==> src/rtl/mips_mc_control.sv <==
// Multi-cycle main control FSM for the MIPS core: sequences fetch/decode/execute/memory/writeback.
// Optional PERF_CNT_EN builds cycle and retired-instruction counters; otherwise both read as 0.
module mips_mc_control #(
  parameter int unsigned CNT_W = 32
) (
  input  logic             clk,
  input  logic             rst_n,
  input  logic [5:0]       opcode,
  input  logic [5:0]       funct,
  input  logic             zero,
  input  logic             mem_ready,
  output logic             pc_write,
  output logic             iord,
  output logic             mem_read,
  output logic             mem_write,
  output logic             ir_write,
  output logic             reg_dst,
  output logic             mem_to_reg,
  output logic             reg_write,
  output logic             alu_src_a,
  output logic [1:0]       alu_src_b,
  output logic [1:0]       pc_source,
  output logic [2:0]       alu_op,
  output logic [3:0]       state,
  output logic             instr_done,
  output logic             illegal,
  output logic [CNT_W-1:0] cycle_cnt,
  output logic [CNT_W-1:0] instr_cnt
);

  localparam logic [5:0] OP_RTYPE = 6'b000000;
  localparam logic [5:0] OP_LW    = 6'b100011;
  localparam logic [5:0] OP_SW    = 6'b101011;
  localparam logic [5:0] OP_BEQ   = 6'b000100;
  localparam logic [5:0] OP_J     = 6'b000010;
  localparam logic [5:0] OP_ADDI  = 6'b001000;

  localparam logic [5:0] FN_ADD = 6'b100000;
  localparam logic [5:0] FN_SUB = 6'b100010;
  localparam logic [5:0] FN_AND = 6'b100100;
  localparam logic [5:0] FN_OR  = 6'b100101;
  localparam logic [5:0] FN_SLL = 6'b000000;

  localparam logic [2:0] ALU_ADD = 3'b010;
  localparam logic [2:0] ALU_SUB = 3'b110;
  localparam logic [2:0] ALU_AND = 3'b000;
  localparam logic [2:0] ALU_OR  = 3'b001;
  localparam logic [2:0] ALU_SLL = 3'b111;

  typedef enum logic [3:0] {
    S_FETCH  = 4'd0,
    S_DECODE = 4'd1,
    S_MEMADR = 4'd2,
    S_MEMRD  = 4'd3,
    S_MEMWB  = 4'd4,
    S_MEMWR  = 4'd5,
    S_EXEC   = 4'd6,
    S_ALUWB  = 4'd7,
    S_BRANCH = 4'd8,
    S_JUMP   = 4'd9,
    S_ADDIEX = 4'd10,
    S_ADDIWB = 4'd11,
    S_TRAP   = 4'd12
  } state_e;

  state_e state_q, state_d;

  function automatic logic funct_legal(input logic [5:0] f);
    return (f == FN_ADD) || (f == FN_SUB) || (f == FN_AND) ||
           (f == FN_OR)  || (f == FN_SLL);
  endfunction

  function automatic logic [2:0] funct_alu_op(input logic [5:0] f);
    logic [2:0] op;
    case (f)
      FN_SUB:  op = ALU_SUB;
      FN_AND:  op = ALU_AND;
      FN_OR:   op = ALU_OR;
      FN_SLL:  op = ALU_SLL;
      default: op = ALU_ADD;
    endcase
    return op;
  endfunction

  always_ff @(posedge clk or negedge rst_n) begin
    if (!rst_n) state_q <= S_FETCH;
    else        state_q <= state_d;
  end

  // Moore decode with mem_ready/zero qualifiers; everything defaults to 0.
  always_comb begin
    state_d    = state_q;
    pc_write   = 1'b0;
    iord       = 1'b0;
    mem_read   = 1'b0;
    mem_write  = 1'b0;
    ir_write   = 1'b0;
    reg_dst    = 1'b0;
    mem_to_reg = 1'b0;
    reg_write  = 1'b0;
    alu_src_a  = 1'b0;
    alu_src_b  = 2'b00;
    pc_source  = 2'b00;
    alu_op     = ALU_AND;
    instr_done = 1'b0;
    illegal    = 1'b0;

    case (state_q)
      S_FETCH: begin
        mem_read  = 1'b1;
        alu_src_b = 2'b01;
        alu_op    = ALU_ADD;
        ir_write  = mem_ready;
        pc_write  = mem_ready;
        if (mem_ready) state_d = S_DECODE;
      end
      S_DECODE: begin
        alu_src_b = 2'b11;
        alu_op    = ALU_ADD;
        case (opcode)
          OP_RTYPE:     state_d = funct_legal(funct) ? S_EXEC : S_TRAP;
          OP_LW, OP_SW: state_d = S_MEMADR;
          OP_BEQ:       state_d = S_BRANCH;
          OP_J:         state_d = S_JUMP;
          OP_ADDI:      state_d = S_ADDIEX;
          default:      state_d = S_TRAP;
        endcase
      end
      S_MEMADR: begin
        alu_src_a = 1'b1;
        alu_src_b = 2'b10;
        alu_op    = ALU_ADD;
        state_d   = (opcode == OP_LW) ? S_MEMRD : S_MEMWR;
      end
      S_MEMRD: begin
        mem_read = 1'b1;
        iord     = 1'b1;
        if (mem_ready) state_d = S_MEMWB;
      end
      S_MEMWB: begin
        reg_write  = 1'b1;
        mem_to_reg = 1'b1;
        instr_done = 1'b1;
        state_d    = S_FETCH;
      end
      S_MEMWR: begin
        mem_write  = 1'b1;
        iord       = 1'b1;
        instr_done = mem_ready;
        if (mem_ready) state_d = S_FETCH;
      end
      S_EXEC: begin
        alu_src_a = 1'b1;
        alu_op    = funct_alu_op(funct);
        state_d   = S_ALUWB;
      end
      S_ALUWB: begin
        reg_write  = 1'b1;
        reg_dst    = 1'b1;
        instr_done = 1'b1;
        state_d    = S_FETCH;
      end
      S_BRANCH: begin
        alu_src_a  = 1'b1;
        alu_op     = ALU_SUB;
        pc_source  = 2'b01;
        pc_write   = zero;
        instr_done = 1'b1;
        state_d    = S_FETCH;
      end
      S_JUMP: begin
        pc_source  = 2'b10;
        pc_write   = 1'b1;
        instr_done = 1'b1;
        state_d    = S_FETCH;
      end
      S_ADDIEX: begin
        alu_src_a = 1'b1;
        alu_src_b = 2'b10;
        alu_op    = ALU_ADD;
        state_d   = S_ADDIWB;
      end
      S_ADDIWB: begin
        reg_write  = 1'b1;
        instr_done = 1'b1;
        state_d    = S_FETCH;
      end
      S_TRAP: begin
        illegal = 1'b1;
        state_d = S_TRAP;
      end
      default: state_d = S_TRAP;
    endcase

    // No architectural write may fire while reset is held, even with mem_ready high in FETCH.
    if (!rst_n) begin
      pc_write   = 1'b0;
      ir_write   = 1'b0;
      reg_write  = 1'b0;
      mem_write  = 1'b0;
      instr_done = 1'b0;
    end
  end

  assign state = state_q;

`ifdef PERF_CNT_EN
  logic [CNT_W-1:0] cycle_cnt_q, instr_cnt_q;

  always_ff @(posedge clk or negedge rst_n) begin
    if (!rst_n) begin
      cycle_cnt_q <= '0;
      instr_cnt_q <= '0;
    end else begin
      cycle_cnt_q <= cycle_cnt_q + CNT_W'(1);
      instr_cnt_q <= instr_cnt_q + CNT_W'(instr_done);
    end
  end

  assign cycle_cnt = cycle_cnt_q;
  assign instr_cnt = instr_cnt_q;
`else
  assign cycle_cnt = '0;
  assign instr_cnt = '0;
`endif

endmodule

==> config.mk <==
export PLATFORM = sky130hd
export DESIGN_NAME = mips_mc_control
export DESIGN_NICKNAME = d
export VERILOG_FILES = /design/src/rtl/mips_mc_control.sv
export SDC_FILE = /design/constraint.sdc
export NUM_CORES = 1
export LEC_CHECK = 0
export ABC_AREA = 1
export CAP_MARGIN = 20
export CORE_MARGIN = 5
export CORE_UTILIZATION = 27
export DETAILED_ROUTE_END_ITERATION = 16
export HOLD_SLACK_MARGIN = 0.05
export PLACE_DENSITY = 0.74
export SETUP_SLACK_MARGIN = 0.15
export SYNTH_ARGS = -nofsm -noshare
export SYNTH_HDL_FRONTEND = slang
export SYNTH_SLANG_ARGS = --single-unit
==> constraint.sdc <==
create_clock -name clk -period 1.6 [get_ports clk]
set_input_delay 0.24 -clock clk [delete_from_list [all_inputs] [get_ports clk]]
set_output_delay 0.24 -clock clk [all_outputs]
set_load 0.02 [all_outputs]
## After elaboration in Yosys (flattened, before gate mapping)

Index checks and enable logic that the tools add are counted.

| word-level totals | value |
|---|---|
| bits in registers | 4 |
| input port bits | 16 |
| output and inout port bits | 86 |

| cells by class | value |
|---|---|
| equal/unequal tests | 24 |
| muxes and demuxes | 27 |
| reduce and logical (&&, ||, !) cells | 16 |

Operator list:

| kind | count |
|---|---|
| $eq 6x6->1 const B | 6 |
| $pmux 4 s8 | 1 |
| $eq 4x4->1 const B | 5 |
| $pmux 4 s5 | 1 |
| $eq 4x3->1 const B | 4 |
| $mux 4 | 4 |
| $mux 1 | 14 |
| $logic_not 6->1 | 2 |
| $pmux 3 s4 | 1 |
| $pmux 3 s3 | 1 |
| $eq 4x2->1 const B | 2 |
| $reduce_or 2->1 | 4 |
| $reduce_or 4->1 | 2 |
| $eq 6x2->1 const B | 1 |
| $eq 6x3->1 const B | 1 |
| $eq 6x4->1 const B | 1 |
| $ne 2x2->1 const B | 3 |
| $pmux 2 s3 | 1 |
| $reduce_or 5->1 | 1 |
| $eq 4x1->1 const B | 1 |
| $logic_not 4->1 | 1 |
| $logic_or 1x1->1 | 4 |
| $pmux 2 s2 | 1 |
| $mux 3 | 1 |
| 4 further kinds | 4 |

## Longest topological paths before layout

Gate-level depths: netlist (run 1).

| logic depth | value |
|---|---|
| depth after elaboration | 8 |
| gate-level depth with buffers | 10 |
| depth with buffers taken out | 10 |

## Worst setup path before layout (run 1)

Ideal clock, no wire load.

| timing path | value |
|---|---|
| path type | register -> output |
| from | register state_q[3] (netlist: state[3]) |
| to | output port pc_write |
| arrival time | 1684 ps |
| data required time | 1360 ps |
| setup slack | -324 ps |
| cell stages (with the launch flop) | 5 |
| buffers on the path | 0 |
| cells stage by stage | dfrtp_1 -> nand2_1 -> nor3_1 -> a21oi_1 -> a21oi_1 |

| between the ends | value |
|---|---|
| cells in the longest elaborated chain, start to end | 3 |
| elaborated cells between the ends (all ways) | 5 |
| classes of those cells | 2 x eq/ne; 2 x mux; 1 x reduce/logical |

Ends and longest elaborated chain:

| what | RTL line | RTL |
|---|---|---|
| start: declaration | 66 | `state_e state_q, state_d;` |
| start signal: assignment | 87 | `else state_q <= state_d;` |
| $eq 4x4->1 or $logic_not 4->1 (tied branches) | 108 | `case (state_q)` |
| $pmux 1 s3 (*) | 108 |  |
| $mux 1 (*) | 196 | `if (!rst_n) begin` |
| end: declaration | 12 | `output logic pc_write,` |

Every way passes the cells marked *; elsewhere a longest branch is shown, timed or not.

## Worst setup path in the final report (run 1)

| timing path | value |
|---|---|
| from | register state_q[0] (netlist: state[0]) |
| to | output port instr_done |

| between the ends | value |
|---|---|
| cells in the longest elaborated chain, start to end | 4 |
| elaborated cells between the ends (all ways) | 9 |
| classes of those cells | 6 x eq/ne; 2 x mux; 1 x reduce/logical |

Ends and longest elaborated chain:

| what | RTL line | RTL |
|---|---|---|
| $eq 4x4->1 or $eq 4x3->1 (tied branches) | 108 |  |
| $reduce_or 5->1 (no line) | - |  |
| $pmux 1 s2 (*) | 108 |  |
| $mux 1 (*) | 196 |  |
| end: declaration | 25 | `output logic instr_done,` |

Marks and branches as above.

==> impl_results.md, run 1 <==
- Antenna violations before repair: 0
- Synth Cell Area: 1150 sq um
- Failing checks: setup timing
- R2R setup slack: ~0.020 ns
- Critical path data required time: 1.36 ns
- DR iter-0 viols: 49
- Commonest non-fill, non-tap cell in the layout: conb_1
- Setup CP Type: reg2out
- Final Setup Violations: 4
- Avg Inst Size Synth: around 5.9 sq um
- LEAKAGE: 1.05 nW
- Final Wtd Congestion: 0.827
- Post-synthesis register bit count: 4
- Minimum clock period: 1.63 ns
- Clk_skew: 0.00231 ns
- Maximum VDD drop: 479 uV
- Share of the synthesized area in the top cell type: 41.6%
- Pre-CTS WS: -0.573 ns
- Final core utilization: 46.0%
- Data arrival, critical path: 1.39 ns
- Reg clk slew, reported paths: 0.03 ns
- Clk Tree Root Cell: clkbuf_8
- Ports placed on the boundary: 102
- Hold slack: 0.448 ns
- Area grow syn2layout: 61.7%
- Total die area: 5680 sq um
- CTS buffer count: 3
- Number of global-route vias before repair: 1096
- Cells after Synth: roughly 190
- Initial Utilization: 28.4%
- First-pass GRT wire length: 4620 um
- Setup crit end: instr_done
- Core Area: 4060 sq um
- R2r endpoint: state[2]
- Status: finished, violations left
- Dpl hpwl: ~2800 um
- Critical Path Start: state[0]
- PnR worst setup slack: -0.0317 ns
- Dpl cell area: 1670 sq um
- Antenna cell count: 0
- Worst-Skew Late Latency: ~0.21 ns
- Max reg flops: 4
- Critical path peak fanout: 4
- Max-cap viol count: 0
- Drt pass-1 iters: 5
- GRT Total Usage: 10.1%
- Final hold vios: 0
- Hold Path Class: in2async
- DRT antenna net count: 0
- H-tree Lvls: 1
- Distinct cells, synth: 22
- Largest cells by area after synthesis: buf_4, nor2_1, nand2_1
- Post-synth top area cell: buf_4
- CTS tree: built
- CP Capture Type: primary output
- Row Count: 23
- Clock Path Buffers: 2
- Pins over their slew limit: 0
- Fillers: 410
- Reg2reg start: state[3]
- Final WL: approximately 3300 um
- Largest net degree at the start of global routing: 6
- Die Y: around 75 um
- Vias per cell: 3.86
- RSZ-0062 raised after global routing: yes
- Routed len/inst: 10.3 um
- Grt ovf: 0
- Seq/Total Area, Yosys: under 10%
- Most frequent cells in the layout: conb_1, buf_4, nand2_1, buf_6, nor2_1
- Layout cells sized above 1: 40.1%
- Port bufs: 37
- Worst Reg-to-Reg Cells: 8
- Period utilization: 102%
- Width of the chip: 75.4 um
- Clk sink count: 4
- Power Dens Cells: between 1000 and 1500 nW/um^2
- DRC Markers: 0
- Setup crit start kind: flop
- Vias: 1252
- YS warnings: 0
- Nets: 292
- Max Clk Rate: ~600 MHz
- Final Cell Area: 1870 sq um
[cell families (layout without fill, tap and decap cells)]
| logic type | Yosys count | in the layout | synth area share, % |
|---|---|---|---|
| flip-flops | 4 | 4 | 8.68 |
| AO/OA/AOI/OAI | 15 | 15 | 8.35 |
| AND/OR/NAND/NOR | 84 | 84 | 32.5 |
| buffers and inverters | 90 | 107 | 50.1 |
| other | 1 | 64 | 0.325 |
[where the power goes]
part / switching [W] / internal (W) / leakage [nW]
clock network: 0.0000488 / 0.000160 / 0.0216
registers: 0.0000460 / 0.000144 / 0.0465
logic: 0.00112 / 0.000952 / 0.986
total: 0.00121 / 0.00126 / 1.05
[how the worst min path moves through the flow]
stage | cells after the start | slack [ns] | to
3_5_place_dp | 2 | 0.67 | state[1]
3_3_place_gp | 2 | 0.64 | state[1]
2_1_floorplan | 0 | -0.06 | state[0]
4_1_cts | 2 | 0.43 | state[1]
6_report | 2 | 0.45 | state[1]
5_1_grt | 2 | 0.46 | state[1]
[what timing repair did]
item                                    CTS  global route
gates resized for setup                 123            30
hold buffers                              0             0
pin swaps                                 7            14
buffers inserted                          3             3
endpoints found under the setup margin   24            23
[worst max-delay path, stage by stage, from the launching register on]
cell and delay, ns:
dfrtp_2 0.43, inv_2 0.09, nand2_1 0.08, inv_2 0.08, buf_4 0.11, o21ai_1 0.06, o21a_2 0.20, buf_6 0.12
[layer usage]
metal	vias up	GRT usage [%]	wire length (um)
met3	0	1.45	316
met4	0	2.91	0
met1	565	12.3	1210
met5	-	0	0
met2	52	18.5	1800
li1	635	-	-
[final cells by class]
class	count	area, sq um	share of cell area, %
clock buffer	3	41.3	2.21
sequential	4	105	5.63
timing repair buffer	78	699	37.5
multi-input combinational	163	855	45.8
inverter	26	103	5.50
tap	50	62.6	3.35
[stage by stage]
step | cells | TNS (ns) | power [W]
2_1_floorplan | 257 | 0 | 0.00124
3_3_place_gp | 315 | -4.05 | 0.00193
3_5_place_dp | 315 | -4.21 | 0.00195
4_1_cts | 321 | -0.0313 | 0.00230
5_1_grt | 324 | -0.514 | 0.00262
6_report | 324 | -0.0829 | 0.00247
[synth_stat cells, drive strengths merged]
library cell and count:
nand3 13, and2 1, buf 64, dfrtp 4, inv 26, nand4 4, o21ai 7, conb 1
o21a 1, nor3 1, and3 1, a21oi 5, nor2 34, a31oi 1, nand2 30, o211ai 1
No activity file was read; power rests on OpenSTA's default activity.
==> run 2: changes to the inputs <==
PLACE_DENSITY = 0.77   (was 0.74)
clock period = 1.3 ns   (was 1.6 ns; I/O delays follow)
==> run 2 against run 1 <==
The flow still finishes with violations (setup timing). Global-route usage increased by 1.5 points. Clock-buffer cell count unchanged. Critical path depth is 1 higher. Power rose by 42%. Worst hold slack lost 0.12 ns. Largest cell class unchanged.
==> impl_results.md, run 2 (synthesis gave the netlist of run 1 again) <==
- Power Internal: 0.00181 W (was 0.00126 W)
- Reg2reg start: state[0] (was state[3])
- Sw frac: 48.5% (was 49.1%)
- Worst-path cell chain: inv_4, nor2_4, inv_2, nor2_4, nor2_4, o21ai_1, o21a_2, buf_6 (was inv_2, nand2_1, inv_2, buf_4, o21ai_1, o21a_2, buf_6)
- Most frequent CP cell: nor2_4 (was inv_2)
- CTS tree: built (unchanged)
- Critical Path Start: state[2] (was state[0])
- Critical path data required time: 1.11 ns (was 1.36 ns)
- CP max-delay cell: dfrtp_2 (unchanged)
- Final WL: 3930 um (was 3320 um)
- Worst Reg-to-Reg Cells: 9 (was 8)
- Largest net degree at the start of global routing: 6 (unchanged)
- Nets: 307 (was 292)
- Die Y: 75.4 um (unchanged)
- Max reg flops: 4 (unchanged)
- Data arrival, critical path: 1.45 ns (was 1.39 ns)
- First-pass GRT wire length: 5270 um (was 4620 um)
- Clock share of power: 7.5% (was 8.5%)
- Clock Path Buffers: 2 (unchanged)
- H-tree Lvls: 1 (unchanged)
- Initial Utilization: 28.4% (unchanged)
- Layout cells sized above 1: 49.8% (was 40.1%)
- Clk sink count: 4 (unchanged)
- R2r endpoint: state[2] (unchanged)
- CP Capture Type: primary output (unchanged)
- Dpl hpwl: 2860 um (was 2790 um)
- R2R setup slack: -0.24 ns (was 0.02 ns)
- Most frequent cells in the layout: conb_1, buf_6, buf_4 (was conb_1, buf_4, nand2_1, buf_6, nor2_1)
- LEAKAGE: 1.19 nW (was 1.05 nW)
- DRC Markers: 0 (unchanged)
- Routed len/inst: 11.6 um (was 10.3 um)
- Critical path peak fanout: 3 (was 4)
- Final Wtd Congestion: 0.807 (was 0.827)
- Switch Pwr: 0.00170 W (was 0.00121 W)
- RSZ-0062 raised after global routing: yes (unchanged)
- DRT antenna net count: 0 (unchanged)
- Row Count: 23 (unchanged)
- Grt ovf: 0 (unchanged)
- PnR worst setup slack: -0.343 ns (was -0.0317 ns)
- Drt pass-1 iters: 5 (unchanged)
- Power Dens Cells: 1650 nW/um^2 (was 1320 nW/um^2)
- Non-Filler Instances: 339 (was 324)
- Core Area: 4060 sq um (unchanged)
- Maximum VDD drop: 638 uV (was 479 uV)
- Ports placed on the boundary: 102 (unchanged)
- Status: finished, violations left (unchanged)
- Critical Path Stages: 8 (was 7)
- Area grow syn2layout: 85.1% (was 61.7%)
- Final Setup Violations: 20 (was 4)
- Post-CTS Hold Buffers: 0 (unchanged)
- CP bufs+invs: 3 (was 4)
- Pins over their slew limit: 0 (unchanged)
- Setup crit start kind: flop (unchanged)
- Reg clk slew, reported paths: 0.03 ns (about the same)
- Port bufs: 37 (unchanged)
- Placed Cells: 320 (was 315)
- Number of global-route vias before repair: 1233 (was 1096)
- DR iter-0 viols: 76 (was 49)
- Commonest non-fill, non-tap cell in the layout: conb_1 (unchanged)
- Largest stage delay on the critical path: 0.42 ns (was 0.43 ns)
- Total die area: 5680 sq um (unchanged)
- Minimum clock period: 1.64 ns
- Final hold vios: 0 (unchanged)
- CP top delay family: flip-flops (unchanged)
- Max-cap viol count: 0 (unchanged)
- Antenna violations before repair: 0 (unchanged)
- Period utilization: 126%
- Clk Tree Root Cell: clkbuf_8 (unchanged)
- Final setup TNS: -4.92 ns (was -0.0829 ns)
- Antenna cell count: 0 (unchanged)
- Hold slack: 0.332 ns (was 0.448 ns)
- Total Power: 0.00352 W (was 0.00247 W)
- CTS buffer count: 3 (unchanged)
- Worst-Skew Late Latency: 0.22 ns (was 0.21 ns)
- GRT Total Usage: 11.6% (was 10.1%)
- Gate power share: 85.0% (was 83.8%)
- Max Clk Rate: 609 MHz
- Hold Path Class: in2async (unchanged)
- Setup CP Type: reg2out (unchanged)
- Vias per cell: 3.96 (was 3.86)
- Failing checks: setup timing (unchanged)
- Sequential Power Share: 7.5% (was 7.7%)
- Vias: 1341 (was 1252)
- Width of the chip: 75.4 um (unchanged)
- Clk_skew: 0.00126 ns (was 0.00231 ns)
- Pre-CTS WS: -0.851 ns (was -0.573 ns)
run 2: cell count changes in the layout (fill, tap and decap cells not counted), sizes merged:
cell,previous run,this run
dlygate4sd2,7,12
clkbuf,5,3
dlymetal6s2s,1,0
buf,59,78
clkdlybuf4s50,9,3
run 2: area by class of cell:
cell class                      count  area [sq um]
Tap cell                           50          62.6
Clock buffer                        3          41.3
Fill cell                         378          1920
Inverter                           26           108
Multi-Input combinational cell    163           955
Sequential cell                     4           105
Timing Repair Buffer               93           865
run 2: repair_timing:
item / CTS / global route
pin swaps: 18 / 16
setup buffers: 7 / 9
gates resized for setup: 162 / 39
setup endpoints to repair: 26 / 25
run 2: metrics by stage:
step | util (%) | area, sq um
6_report | 52.6 | 2140
5_1_grt | 52.6 | 2140
4_1_cts | 47.5 | 1930
3_5_place_dp | 43.4 | 1760
3_3_place_gp | 43.4 | 1760
2_1_floorplan | - | 1510
run 2: power groups by stage:
stage                     clock, W  combinational (W)  sequential (W)
after floorplan                  0            0.00127        0.000307
after global placement           0            0.00223        0.000239
after detailed placement         0            0.00227        0.000240
after CTS                 0.000261            0.00258        0.000249
after global routing      0.000274            0.00318        0.000269
final                     0.000262            0.00299        0.000265
run 2: how the worst max path moves through the flow:
stage,end,slack [ns]
floorplan,pc_write,-0.20
global placement,alu_op[2],-0.78
detailed placement,alu_op[2],-0.85
CTS,instr_done,-0.33
global route,alu_src_b[1],-0.40
finish,instr_done,-0.34
run 2: per-layer routing:
metal  share of wire (%)  routed length [um]  GRT usage, %
met5                   0                   0             0
met4                 2.4                  95          3.30
met3                 9.5                 372          1.72
met2                  56                2190          22.7
met1                  32                1270          12.9
run 2: worst reg2reg max path, delay by kind of cell (launching register included):
kind	cells	cell delay (ns)
flip-flops	1	0.45
buffers and inverters	4	0.46
AO/OA/AOI/OAI	2	0.30
AND/OR/NAND/NOR	3	0.25
==> RTL edit: new RTL, flow settings as in run 2 <==
Change the parameter `CNT_W` from 32 to 28.
--- a/src/rtl/mips_mc_control.sv
+++ b/src/rtl/mips_mc_control.sv
@@ -2,5 +2,5 @@
 // Optional PERF_CNT_EN builds cycle and retired-instruction counters; otherwise both read as 0.
 module mips_mc_control #(
-  parameter int unsigned CNT_W = 32
+  parameter int unsigned CNT_W = 28
 ) (
   input  logic             clk,
Interface: changed (resized cycle_cnt and instr_cnt); port bits go from 102 to 94. The function was not compared with the original's and may differ.
==> RTL edit against run 2 <==
  * The flow still finishes with violations (negative setup slack)
  * Global-route usage fell by 0.29 points
  * Critical endpoint unchanged
  * Design area fell by 5.2%
  * Non-clock buffer count shrank 4
  * Setup slack better by 0.019 ns
  * Largest power group unchanged
  * Wire length down 8.1%
  * Synthesized area shrank 5.2%
  * Power is 1.7% lower
  * Via count is 3.4% lower
  * Sequential cell count did not move
==> RTL edit: results (changes against run 2) <==
* Combinational power at 2940 uW (-2%)
* Commonest cells in the netlist: buf_4, nor2_1, nand2_1
* Fillers at 374 (-1.1%)
* DR iter-0 viols at 44 (-42%)
* Pleak at 0.00112 uW (-5.8%)
* Complex-gate fraction of the synthesized area at 0.0881 (+0.00459)
* Dpl cells at 310 (-3.1%)
* Share of cells above drive strength 1 at 0.480 (-0.0181)
* DR WL met2 at 1950 um (-11%)
* Failing checks: negative setup slack
* Detailed Place HPWL at 2650 um (-7.1%)
* Tot GR Track Use at 0.114 (-0.00288)
* Layout Skew at 0.00257 ns (+0.00131 ns)
* Status: finished, violations left
* Pre-CTS worst setup slack at -0.795 ns (+0.0559 ns)
* RD Place Congestion at 0.812 (+0.56%)
* Grt met3 use at 0.0150 (-0.00210)
* Met1 Usage GRT at 0.124 (-0.00511)
* Ranking of synthesized cells by area: buf_4, nor2_1, nand2_1, dfrtp_1, inv_1
* Setup TNS at -4.44 ns (+0.486 ns)
* Met1 wire length at 1180 um (-7.7%)
* Placed cell area at 1710 um2 (-2.6%)
* Final setup viols at 21 (+5.0%)
* Setup WS post-layout at -0.324 ns (+0.0188 ns)
* Routed via count at 1295 (-3.4%)
* First-pass GRT wire length at 4930 um (-6.5%)
* Nets at 295 (-3.9%)
* WL met3 at 334 um (-10%)
* Sequential area share after synthesis at 0.0915 (+0.00477)
* Met2 GRT Util at 0.215 (-0.0127)
==> RTL edit: cell types whose count changed in the layout (fill, tap and decap cells not counted), moves of 2 or more <==
| cell | change |
|---|---|
| conb_1 | -8 |
| buf_6 | -5 |
| nand3_1 | +4 |
| nand3_2 | -4 |
| buf_4 | +2 |
| nand2_1 | +2 |
| nand2_2 | -2 |
==> RTL edit: area by class of cell <==
class,count,area [um2],area share
Multi-Input combinational cell,155,891,0.440
Timing Repair Buffer,89,818,0.404
Inverter,26,108,0.0531
Sequential cell,4,105,0.0519
Tap cell,50,62.6,0.0309
Clock buffer,3,41.3,0.0204
==> RTL edit: worst paths after layout <==
check / end / cells after the start
hold reg to reg: state[1] / 4
min in group clk: state[1] / 6
hold / removal: state[0] / 2
setup reg to reg: state[2] / 9
max in group asynchronous: state[2] / 2
setup / recovery: instr_done / 8
==> RTL edit: timing repair <==
action,CTS,global route
hold buffers,0,0
buffers inserted,6,8
pin swaps,16,11
setup endpoints to repair,26,26
gates resized for setup,166,23
